**src/rtl/cam_frame_writer.sv**
```systemverilog
// Packs the OV7670 RGB565 byte stream into pixels, optionally binarises by luma,
// and writes a row-major H_ACTIVE x V_ACTIVE frame into the frame buffer write port.
module cam_frame_writer #(
  parameter int unsigned H_ACTIVE = 320,
  parameter int unsigned V_ACTIVE = 240,
  parameter logic [7:0]  THRESH   = 8'd96,
  parameter bit          BINARIZE = 1'b1
) (
  input  logic        clk25,
  input  logic        rst,
  input  logic        cam_vsync,
  input  logic        cam_href,
  input  logic        cam_valid,
  input  logic [7:0]  cam_data,
  output logic        frame_we,
  output logic [16:0] frame_addr,
  output logic [11:0] frame_din,
  output logic        frame_done,
  output logic        overflow
);

  localparam int unsigned COL_W = $clog2(H_ACTIVE + 1);
  localparam int unsigned ROW_W = $clog2(V_ACTIVE + 1);
  localparam logic [COL_W-1:0] COL_MAX   = COL_W'(H_ACTIVE);
  localparam logic [ROW_W-1:0] ROW_MAX   = ROW_W'(V_ACTIVE);
  localparam logic [16:0]      LAST_ADDR = 17'(H_ACTIVE * V_ACTIVE - 1);
  localparam logic [16:0]      LINE_STEP = 17'(H_ACTIVE);

  typedef enum logic [1:0] {
    WAIT_VS = 2'd0,
    VBLANK  = 2'd1,
    ACTIVE  = 2'd2
  } state_t;

  state_t             r_state;
  logic [COL_W-1:0]   r_col;
  logic [ROW_W-1:0]   r_row;
  logic [16:0]        r_line_base;
  logic               r_phase_lo;
  logic [6:0]         r_hi_bits;   // high byte minus bit 3, which no channel uses
  logic               r_href_d;
  logic               r_vsync_d;
  logic               r_we;
  logic [16:0]        r_addr;
  logic [11:0]        r_din;
  logic               r_done;
  logic               r_overflow;

  logic [3:0]  w_r4;
  logic [3:0]  w_g4;
  logic [3:0]  w_b4;
  logic [7:0]  w_luma;
  logic [11:0] w_din;
  logic [16:0] w_wr_addr;

  assign w_r4      = r_hi_bits[6:3];
  assign w_g4      = {r_hi_bits[2:0], cam_data[7]};
  assign w_b4      = cam_data[4:1];
  assign w_luma    = 8'd5 * {4'd0, w_r4} + 8'd9 * {4'd0, w_g4} + 8'd2 * {4'd0, w_b4};
  assign w_din     = BINARIZE ? ((w_luma >= THRESH) ? 12'hFFF : 12'h000) : {w_r4, w_g4, w_b4};
  assign w_wr_addr = r_line_base + 17'(r_col);

  always_ff @(posedge clk25) begin
    if (rst) begin
      r_state     <= WAIT_VS;
      r_col       <= '0;
      r_row       <= '0;
      r_line_base <= '0;
      r_phase_lo  <= 1'b0;
      r_hi_bits   <= '0;
      r_href_d    <= 1'b0;
      r_vsync_d   <= 1'b0;
      r_we        <= 1'b0;
      r_addr      <= '0;
      r_din       <= '0;
      r_done      <= 1'b0;
      r_overflow  <= 1'b0;
    end else begin
      r_vsync_d <= cam_vsync;
      r_href_d  <= cam_href;
      r_we      <= 1'b0;
      r_done    <= 1'b0;
      if (cam_vsync && !r_vsync_d) begin
        r_overflow <= 1'b0;
      end
      case (r_state)
        WAIT_VS: begin
          if (cam_vsync) r_state <= VBLANK;
        end
        VBLANK: begin
          r_col       <= '0;
          r_row       <= '0;
          r_line_base <= '0;
          r_phase_lo  <= 1'b0;
          if (!cam_vsync) r_state <= ACTIVE;
        end
        ACTIVE: begin
          if (cam_vsync) begin
            // vsync mid-line abandons any half-received pixel
            r_state     <= VBLANK;
            r_col       <= '0;
            r_row       <= '0;
            r_line_base <= '0;
            r_phase_lo  <= 1'b0;
          end else if (r_href_d && !cam_href) begin
            r_phase_lo <= 1'b0;
            if (r_col != '0) begin
              r_row       <= r_row + 1'b1;
              r_line_base <= r_line_base + LINE_STEP;
              r_col       <= '0;
            end
          end else if (cam_href && cam_valid) begin
            if (!r_phase_lo) begin
              r_hi_bits  <= {cam_data[7:4], cam_data[2:0]};
              r_phase_lo <= 1'b1;
            end else begin
              r_phase_lo <= 1'b0;
              if (r_row == ROW_MAX || r_col == COL_MAX) begin
                r_overflow <= 1'b1;
              end else begin
                r_we   <= 1'b1;
                r_addr <= w_wr_addr;
                r_din  <= w_din;
                r_done <= (w_wr_addr == LAST_ADDR);
                r_col  <= r_col + 1'b1;
              end
            end
          end
        end
        default: r_state <= WAIT_VS;
      endcase
    end
  end

  assign frame_we   = r_we;
  assign frame_addr = r_addr;
  assign frame_din  = r_din;
  assign frame_done = r_done;
  assign overflow   = r_overflow;

endmodule

```
**config.mk**
```make
export PLATFORM = sky130hd
export DESIGN_NAME = cam_frame_writer
export DESIGN_NICKNAME = d
export VERILOG_FILES = /design/src/rtl/cam_frame_writer.sv
export SDC_FILE = /design/constraint.sdc
export NUM_CORES = 1
export LEC_CHECK = 0
export BUFFER_PORTS_ARGS = -buffer_cell sky130_fd_sc_hd__buf_2
export CAP_MARGIN = 40
export CORE_ASPECT_RATIO = 2
export CORE_MARGIN = 1.5
export CORE_UTILIZATION = 35
export DETAILED_ROUTE_END_ITERATION = 8
export GPL_TIMING_DRIVEN = 0
export SYNTH_ARGS = -nofsm -noshare
export SYNTH_HDL_FRONTEND = slang
export SYNTH_SLANG_ARGS = --single-unit
```
**constraint.sdc**
```tcl
create_clock -name clk25 -period 8.8 [get_ports clk25]
set_input_delay 0.44 -clock clk25 [delete_from_list [all_inputs] [get_ports clk25]]
set_output_delay 0.44 -clock clk25 [all_outputs]
set_load 0.01 [all_outputs]
```
==> Flow_metrics.wiki, run 1 <==
{| class="wikitable"
! Metric !! Value
|-
| Slew Viols, Final || 0
|-
| Buffers on Ports || 43
|-
| Fin area || 4240 sq um
|-
| Final antenna diode count || 0
|-
| Final number of setup-violating endpoints || 0
|-
| Slew at the pin closest to its max-slew limit || 734 ps
|-
| Instance area at placement || 3980 sq um
|-
| Number of standard cells after synthesis || 421
|-
| Leakage power total || 0.00176 uW
|-
| Largest fanout on the critical path || 3
|-
| Die Width || 74.7 um
|-
| Worst setup slack after layout || 5540 ps
|-
| CP most frequent cell || sky130_fd_sc_hd__ha_1
|-
| Initial antenna violation count || 0
|-
| DR vias/cell || 5.14
|-
| Final worst-path cycle share || 37.0%
|-
| Detailed Place HPWL || 6.70 mm
|-
| Routed wire length per instance || 14.1 um
|-
| Number of nets in the finished design || 527
|-
| Synthesis Warnings || 0
|-
| Number of enable flip-flop cells after synthesis || 0
|-
| Endpoint required time on the critical path || 8980 ps
|-
| Setup tns final || 0 ps
|-
| Total CTS buffers || 9
|-
| Post-synth net total || 473
|-
| Clock root buffer || sky130_fd_sc_hd__clkbuf_16
|-
| Wire length of the first global-routing pass || 14.2 mm
|-
| Row cnt || 52
|-
| I/O Pins || 45
|-
| Run status || complete, no violations
|-
| Buffering stage count on the worst path with inverters included || 0
|-
| TritonCTS clock tree || done
|-
| Die span in y || 146 um
|-
| Worst clock skew || 5.96 ps
|-
| GRT Total Usage || 16.9%
|-
| Clock tree buffer depth || 2
|-
| Sort of element at the start of the critical path || register
|-
| Starting utilization of the core area || 35.7%
|-
| Worst IR Drop VDD || 0.0000882 V
|-
| Worst min-delay path category || in2reg
|-
| Library cell contributing the largest single delay on the critical path || sky130_fd_sc_hd__fa_1
|-
| End of the worst hold path || r_hi_bits[0]$_SDFFE_PP0P_
|-
| Fraction of layout cells with a size suffix above 1 || 17.1%
|-
| Ordered list of cells on the worst path || ha_1 -> ha_1 -> fa_1 -> fa_1 -> ha_1 -> a211oi_1 -> o21bai_1 -> a21oi_1 -> xor2_1 -> a211oi_1
|-
| Number of global-route vias before repair || 3039
|-
| Pin count of the biggest net entering global routing || 14
|-
| Hold depth || 3
|-
| Worst reg2reg setup slack || 5540 ps
|-
| P&R area growth vs syn || 17.9%
|-
| Worst slew margin relative to its limit || 50.8%
|-
| Area of the placeable core || 10100 sq um
|-
| Max cap viols || 0
|-
| Global route total overflow || 0
|-
| Detailed-router iteration count before antenna repair || 4
|-
| FF+latch count, synth || 61
|-
| Yosys cell types || 50
|-
| Top delay family on crit path || adder cells
|-
| Endpoint type of the worst setup path || register
|-
| DRT iter0 DRCs || 155
|-
| Number of sinks handled by clock tree synthesis || 61
|-
| Register area share after synthesis || 33.9%
|-
| Average footprint of a synthesized cell || 8.55 sq um
|-
| Max Clock Freq || 307 MHz
|-
| H-Tree Depth || 3
|-
| RR Startpoint || r_hi_bits[4]$_SDFFE_PP0P_
|-
| PD cells || 154 nW/um^2
|-
| Async set-reset flop share out of synthesis || 0%
|-
| WS Path Type || reg2reg
|-
| Setup repair after global routing missed its margin || false
|-
| Number of buffers inserted by hold repair at cts || 0
|-
| Detailed Route WL || 8.64 mm
|-
| FF-to-FF End || frame_din[10]$_SDFFE_PP0P_
|-
| PostCTS Resize Cnt || 0
|-
| Syn Std Cell Area || 3600 sq um
|-
| Antenna-violating nets left || 0
|-
| Leading cell type in the layout, fill and taps excluded || sky130_fd_sc_hd__dfxtp_1
|-
| Worst min-delay path startpoint || cam_data[0]
|-
| Worst reg-to-reg path cell count || 10
|-
| Commonest cells after routing, fill and taps aside || 61 x sky130_fd_sc_hd__dfxtp_1, 50 x sky130_fd_sc_hd__buf_2, 42 x sky130_fd_sc_hd__nor2_1
|-
| Routability congestion estimate || 0.854
|-
| Arrival time at the worst endpoint || 3440 ps
|-
| Number of setup buffers added after CTS || 0
|-
| Number of DRC violations after detailed routing || 0
|-
| Stages on worst setup path || 10
|-
| Worst Hold Slack || 350 ps
|-
| Vias after detailed routing || 3156
|-
| Clock slew at reported path FFs || 50 ps
|-
| Worst slack at placement || 5260 ps
|-
| Clock latency on the worst-skew pair || 330 ps
|-
| Final-report hold violation count || 0
|-
| Crit path time final || 3260 ps
|-
| Highest cell delay on the worst timing path || 530 ps
|-
| Die area || 10900 sq um
|-
| Main synth FF type || sky130_fd_sc_hd__dfxtp_1
|}
[cells by family (layout without fill, tap and decap cells)]
logic type                 count (synthesis)  in the layout  synth area share (%)
DFF                                       61             61                  33.9
adders and majority gates                 39             39                  15.2
xor gates and xnor gates                  25             25                  6.08
AOI/OAI and AO/OA                         86             86                  14.7
buffers and inverters                     53            111                  7.33
muxes                                      7              7                  1.95
and+or+nand+nor                          150            150                  20.8
[metrics by stage]
step / instances / utilization [%] / power (uW)
after floorplan: 421 / - / 331
final: 614 / 42.1 / 652
after global placement: 599 / 39.5 / 348
after CTS: 614 / 42.1 / 659
after global routing: 614 / 42.1 / 681
after detailed placement: 599 / 39.5 / 350
[cell usage after synthesis, types with 2 or more instances]
cell type	number	area, sq um
sky130_fd_sc_hd__a31oi_1	8	50.1
sky130_fd_sc_hd__nand3_1	16	80.1
sky130_fd_sc_hd__dfxtp_1	61	1220
sky130_fd_sc_hd__xor2_1	9	78.8
sky130_fd_sc_hd__mux2i_1	7	70.1
sky130_fd_sc_hd__o21ai_1	3	15.0
sky130_fd_sc_hd__o31ai_1	3	22.5
sky130_fd_sc_hd__buf_2	7	35.0
sky130_fd_sc_hd__or4_1	4	30.0
sky130_fd_sc_hd__fa_1	8	160
sky130_fd_sc_hd__clkbuf_1	10	37.5
sky130_fd_sc_hd__inv_1	22	82.6
sky130_fd_sc_hd__a211oi_1	12	90.1
sky130_fd_sc_hd__and3_1	5	31.3
sky130_fd_sc_hd__nand4_1	8	50.1
sky130_fd_sc_hd__ha_1	31	388
sky130_fd_sc_hd__nor2_1	42	158
sky130_fd_sc_hd__o21ai_0	11	55.1
sky130_fd_sc_hd__buf_6	2	22.5
sky130_fd_sc_hd__buf_4	11	82.6
sky130_fd_sc_hd__nand2b_1	5	31.3
sky130_fd_sc_hd__nor2b_1	4	25.0
sky130_fd_sc_hd__o211ai_1	3	22.5
sky130_fd_sc_hd__and4_1	4	35.0
sky130_fd_sc_hd__a21oi_1	32	160
sky130_fd_sc_hd__nand2_1	38	143
sky130_fd_sc_hd__nor4_1	6	37.5
sky130_fd_sc_hd__xnor2_1	16	140
sky130_fd_sc_hd__a21o_1	5	37.5
sky130_fd_sc_hd__nor3_1	8	40.0
[area by class of cell]
cell class              count  area, sq um
multi-input cells         307         2110
repair buffers             43          215
clock buffers              11          233
inverters                  22         82.6
plain buffers              31          181
well taps                 135          169
flip-flops and latches     61         1220
clock inverters             4         26.3
fillers                  1043         5840
[metal layers]
layer / part of all wire [%] / global-route usage, %
met2: 56 / 31.5
met1: 38 / 17.0
met3: 3.1 / 3.52
met4: 2.5 / 7.73
met5: 0 / 0
[state kept, by name (all words and copies together), names as in the netlist, 2 cells and up]
name         cells
r_line_base     11
frame_addr      17
r_hi_bits        7
r_state          2
r_col            9
r_row            8
[report_power, final]
| part | internal (uW) | switching, uW |
|---|---|---|
| sequential | 281 | 5.80 |
| clock | 188 | 119 |
| combinational | 20.6 | 36.8 |
| total | 490 | 162 |
[worst min-delay path, stage by stage]
cell                      delay (ps)
sky130_fd_sc_hd__buf_2            80
sky130_fd_sc_hd__mux2i_1          50
sky130_fd_sc_hd__nor2_1           70
[worst max path at each step]
stage / endpoint / startpoint / slack, ps
after CTS: frame_din[10]$_SDFFE_PP0P_ / r_hi_bits[4]$_SDFFE_PP0P_ / 5480
after detailed placement: frame_din[10]$_SDFFE_PP0P_ / cam_data[7] / 5260
after global placement: frame_din[10]$_SDFFE_PP0P_ / cam_data[7] / 5300
after floorplan: frame_din[10]$_SDFFE_PP0P_ / cam_data[7] / 5600
after global routing: frame_din[10]$_SDFFE_PP0P_ / r_hi_bits[4]$_SDFFE_PP0P_ / 5330
final: frame_din[10]$_SDFFE_PP0P_ / r_hi_bits[4]$_SDFFE_PP0P_ / 5540
No activity file was read; power rests on OpenSTA's default activity.
==> run 2, diff against run 1 <==
- clock period: 8.8 -> 3.4 ns (I/O delays scaled with it)
==> run 2 against run 1 <==
Compared with the run above: clock power rose to 2.6 times the previous value; first-iteration DRC count did not move; flip-flop and latch count unchanged; die area unchanged; non-clock buffer count unchanged; wire length barely moved; clock skew about the same; sequential power grew to 2.6 times the previous value; via count barely moved; critical endpoint unchanged; highest routed layer unchanged.
==> Flow_metrics.wiki, run 2 (synthesized netlist as in run 1, its figures left out) <==
{| class="wikitable"
! Metric !! Value
|-
| Antenna-violating nets left || 0 (unchanged)
|-
| Number of global-route vias before repair || 3039 (unchanged)
|-
| RR Startpoint || r_hi_bits[4]$_SDFFE_PP0P_
|-
| Leading cell type in the layout, fill and taps excluded || sky130_fd_sc_hd__dfxtp_1
|-
| Largest register FFs || 17 (unchanged)
|-
| Clock slew at reported path FFs || 50 ps (about the same)
|-
| Row cnt || 52 (unchanged)
|-
| Detailed Place HPWL || 6.70 mm (unchanged)
|-
| Global route total overflow || 0 (unchanged)
|-
| I/O Pins || 45 (unchanged)
|-
| Setup tns final || 0 ps (unchanged)
|-
| Footprint of the multi-input gates || 2120 sq um (+0.24%)
|-
| Fraction of layout cells with a size suffix above 1 || 17.3% (+0.21 points)
|-
| Ordered list of cells on the worst path || ha_1 -> ha_1 -> fa_1 -> fa_1 -> fa_1 -> a21o_1 -> a21oi_1 -> xnor2_1 -> a21oi_1 -> a211oi_1
|-
| Starting utilization of the core area || 35.7% (unchanged)
|-
| FF-to-FF End || frame_din[10]$_SDFFE_PP0P_
|-
| DR vias/cell || 5.14 (about the same)
|-
| Clock tree buffer depth || 2 (unchanged)
|-
| Number of sinks handled by clock tree synthesis || 61 (unchanged)
|-
| Worst reg-to-reg path cell count || 10 (unchanged)
|-
| CP most frequent cell || sky130_fd_sc_hd__fa_1
|-
| Pin count of the biggest net entering global routing || 14 (unchanged)
|-
| Endpoint type of the worst setup path || register
|-
| Final number of setup-violating endpoints || 0 (unchanged)
|-
| Endpoint required time on the critical path || 3640 ps (-5340 ps)
|-
| Worst min-delay path startpoint || cam_data[0]
|-
| Setup repair after global routing missed its margin || false
|-
| Routed wire length per instance || 14.1 um (about the same)
|-
| Slew Viols, Final || 0 (unchanged)
|-
| Number of setup buffers added after CTS || 0 (unchanged)
|-
| Worst clock skew || 6.02 ps (+0.0591 ps)
|-
| Routability congestion estimate || 0.854 (unchanged)
|-
| Final worst-path cycle share || 94.8% (+58 points)
|-
| Total CTS buffers || 9 (unchanged)
|-
| Wire length of the first global-routing pass || 14.2 mm (unchanged)
|-
| Worst reg2reg setup slack || 180 ps (-5370 ps)
|-
| Area of the placeable core || 10100 sq um (unchanged)
|-
| Number of buffers inserted by hold repair at cts || 0 (unchanged)
|-
| Initial antenna violation count || 0 (unchanged)
|-
| Detailed Route WL || 8.64 mm (about the same)
|-
| Final-report hold violation count || 0 (unchanged)
|-
| Number of instances in the placed design || 599 (unchanged)
|-
| Buffers on Ports || 43 (unchanged)
|-
| Run status || complete, no violations
|-
| Detailed-router iteration count before antenna repair || 4 (unchanged)
|-
| Hold depth || 3 (unchanged)
|-
| Crit path time final || 3220 ps (-34.2 ps)
|-
| Die Width || 74.7 um (unchanged)
|-
| Number of DRC violations after detailed routing || 0 (unchanged)
|-
| Slew at the pin closest to its max-slew limit || 734 ps (+0.0794 ps)
|-
| Final std cells w/o fill || 614 (unchanged)
|-
| Leakage power total || 0.00176 uW (about the same)
|-
| Count of filler cells inserted in the layout || 1042 (-0.096%)
|-
| DRT iter0 DRCs || 155 (unchanged)
|-
| PD cells || 398 nW/um^2 (+160%)
|-
| Library cell contributing the largest single delay on the critical path || sky130_fd_sc_hd__fa_1
|-
| P&R area growth vs syn || 18.0%
|-
| WS Path Type || reg2reg
|-
| Die span in y || 146 um (unchanged)
|-
| Clock root buffer || sky130_fd_sc_hd__clkbuf_16
|-
| Sort of element at the start of the critical path || register
|-
| Max Clock Freq || 310 MHz (+1.1%)
|-
| Number of nets in the finished design || 527 (unchanged)
|-
| Area of all sequential standard cells || 1220 sq um (unchanged)
|-
| TritonCTS clock tree || done
|-
| Commonest cells after routing, fill and taps aside || 61 x sky130_fd_sc_hd__dfxtp_1, 50 x sky130_fd_sc_hd__buf_2, 42 x sky130_fd_sc_hd__nor2_1
|-
| Clock latency on the worst-skew pair || 330 ps (about the same)
|-
| H-Tree Depth || 3 (unchanged)
|-
| End of the worst hold path || r_hi_bits[0]$_SDFFE_PP0P_
|-
| Worst min-delay path category || in2reg
|-
| Highest cell delay on the worst timing path || 530 ps (about the same)
|-
| Final antenna diode count || 0 (unchanged)
|-
| Max cap viols || 0 (unchanged)
|-
| Arrival time at the worst endpoint || 3470 ps (+30 ps)
|-
| Largest fanout on the critical path || 3 (unchanged)
|-
| GRT Total Usage || 16.9% (unchanged)
|-
| Die area || 10900 sq um (unchanged)
|-
| Worst slew margin relative to its limit || 50.8% (about the same)
|-
| Worst IR Drop VDD || 0.000229 V (+160%)
|-
| Vias after detailed routing || 3153 (-0.095%)
|}
run 2: cell counts in the layout (fill, tap and decap cells not counted):
No cell type changed its count.
run 2: final cells by class:
class	count	share of cell area, %
multi-input cells	307	49.9
clock inverters	4	0.619
clock buffers	11	5.48
inverters	22	1.94
repair buffers	43	5.07
well taps	135	3.98
flip-flops and latches	61	28.7
plain buffers	31	4.27
run 2: stage by stage:
| stage | util (%) | total power (uW) | setup WS [ps] | cell area (sq um) | hold slack (ps) |
|---|---|---|---|---|---|
| 5_1_grt | 42.1 | 1760 | 21.9 | 4250 | 80.1 |
| 6_report | 42.1 | 1690 | 177 | 4250 | 77.1 |
| 3_5_place_dp | 39.5 | 905 | 96.8 | 3980 | 417 |
| 3_3_place_gp | 39.5 | 901 | 144 | 3980 | 413 |
| 2_1_floorplan | - | 858 | 342 | 3600 | 298 |
| 4_1_cts | 42.1 | 1710 | 80.4 | 4240 | 76.1 |
run 2: worst max path at each step:
stage	startpoint	endpoint	slack [ps]	cells after the start
5_1_grt	r_hi_bits[4]$_SDFFE_PP0P_	frame_din[10]$_SDFFE_PP0P_	20	10
4_1_cts	r_hi_bits[4]$_SDFFE_PP0P_	frame_din[10]$_SDFFE_PP0P_	80	10
2_1_floorplan	r_hi_bits[4]$_SDFFE_PP0P_	frame_din[10]$_SDFFE_PP0P_	340	10
6_report	r_hi_bits[4]$_SDFFE_PP0P_	frame_din[10]$_SDFFE_PP0P_	180	10
3_5_place_dp	r_hi_bits[4]$_SDFFE_PP0P_	frame_din[10]$_SDFFE_PP0P_	100	10
3_3_place_gp	r_hi_bits[4]$_SDFFE_PP0P_	frame_din[10]$_SDFFE_PP0P_	140	10
run 2: worst max-delay path, delay by kind of cell (launching register included):
kind	cells	cell delay, ps
fa+ha+maj	5	1990
compound gates	4	630
flops	1	380
xor+xnor	1	130
run 2: layer usage:
metal	routed length, um	vias to the layer above	part of all wire (%)	track usage, %
li1	-	1572	-	-
met1	3290	1484	38	17.0
met2	4850	81	56	31.5
met3	281	16	3.3	3.52
met4	217	0	2.5	7.73
met5	0	-	0	0
run 2: report_power, final:
part	switching (uW)	leakage [uW]	internal, uW
clock	311	0.000125	487
sequential	15.0	0.000493	728
combinational	95.2	0.00114	53.5
total	421	0.00176	1270
run 2: repair_timing:
item	CTS	global route
endpoints found under the hold margin	0	0
gates resized for setup	0	1
setup endpoints to repair	0	1
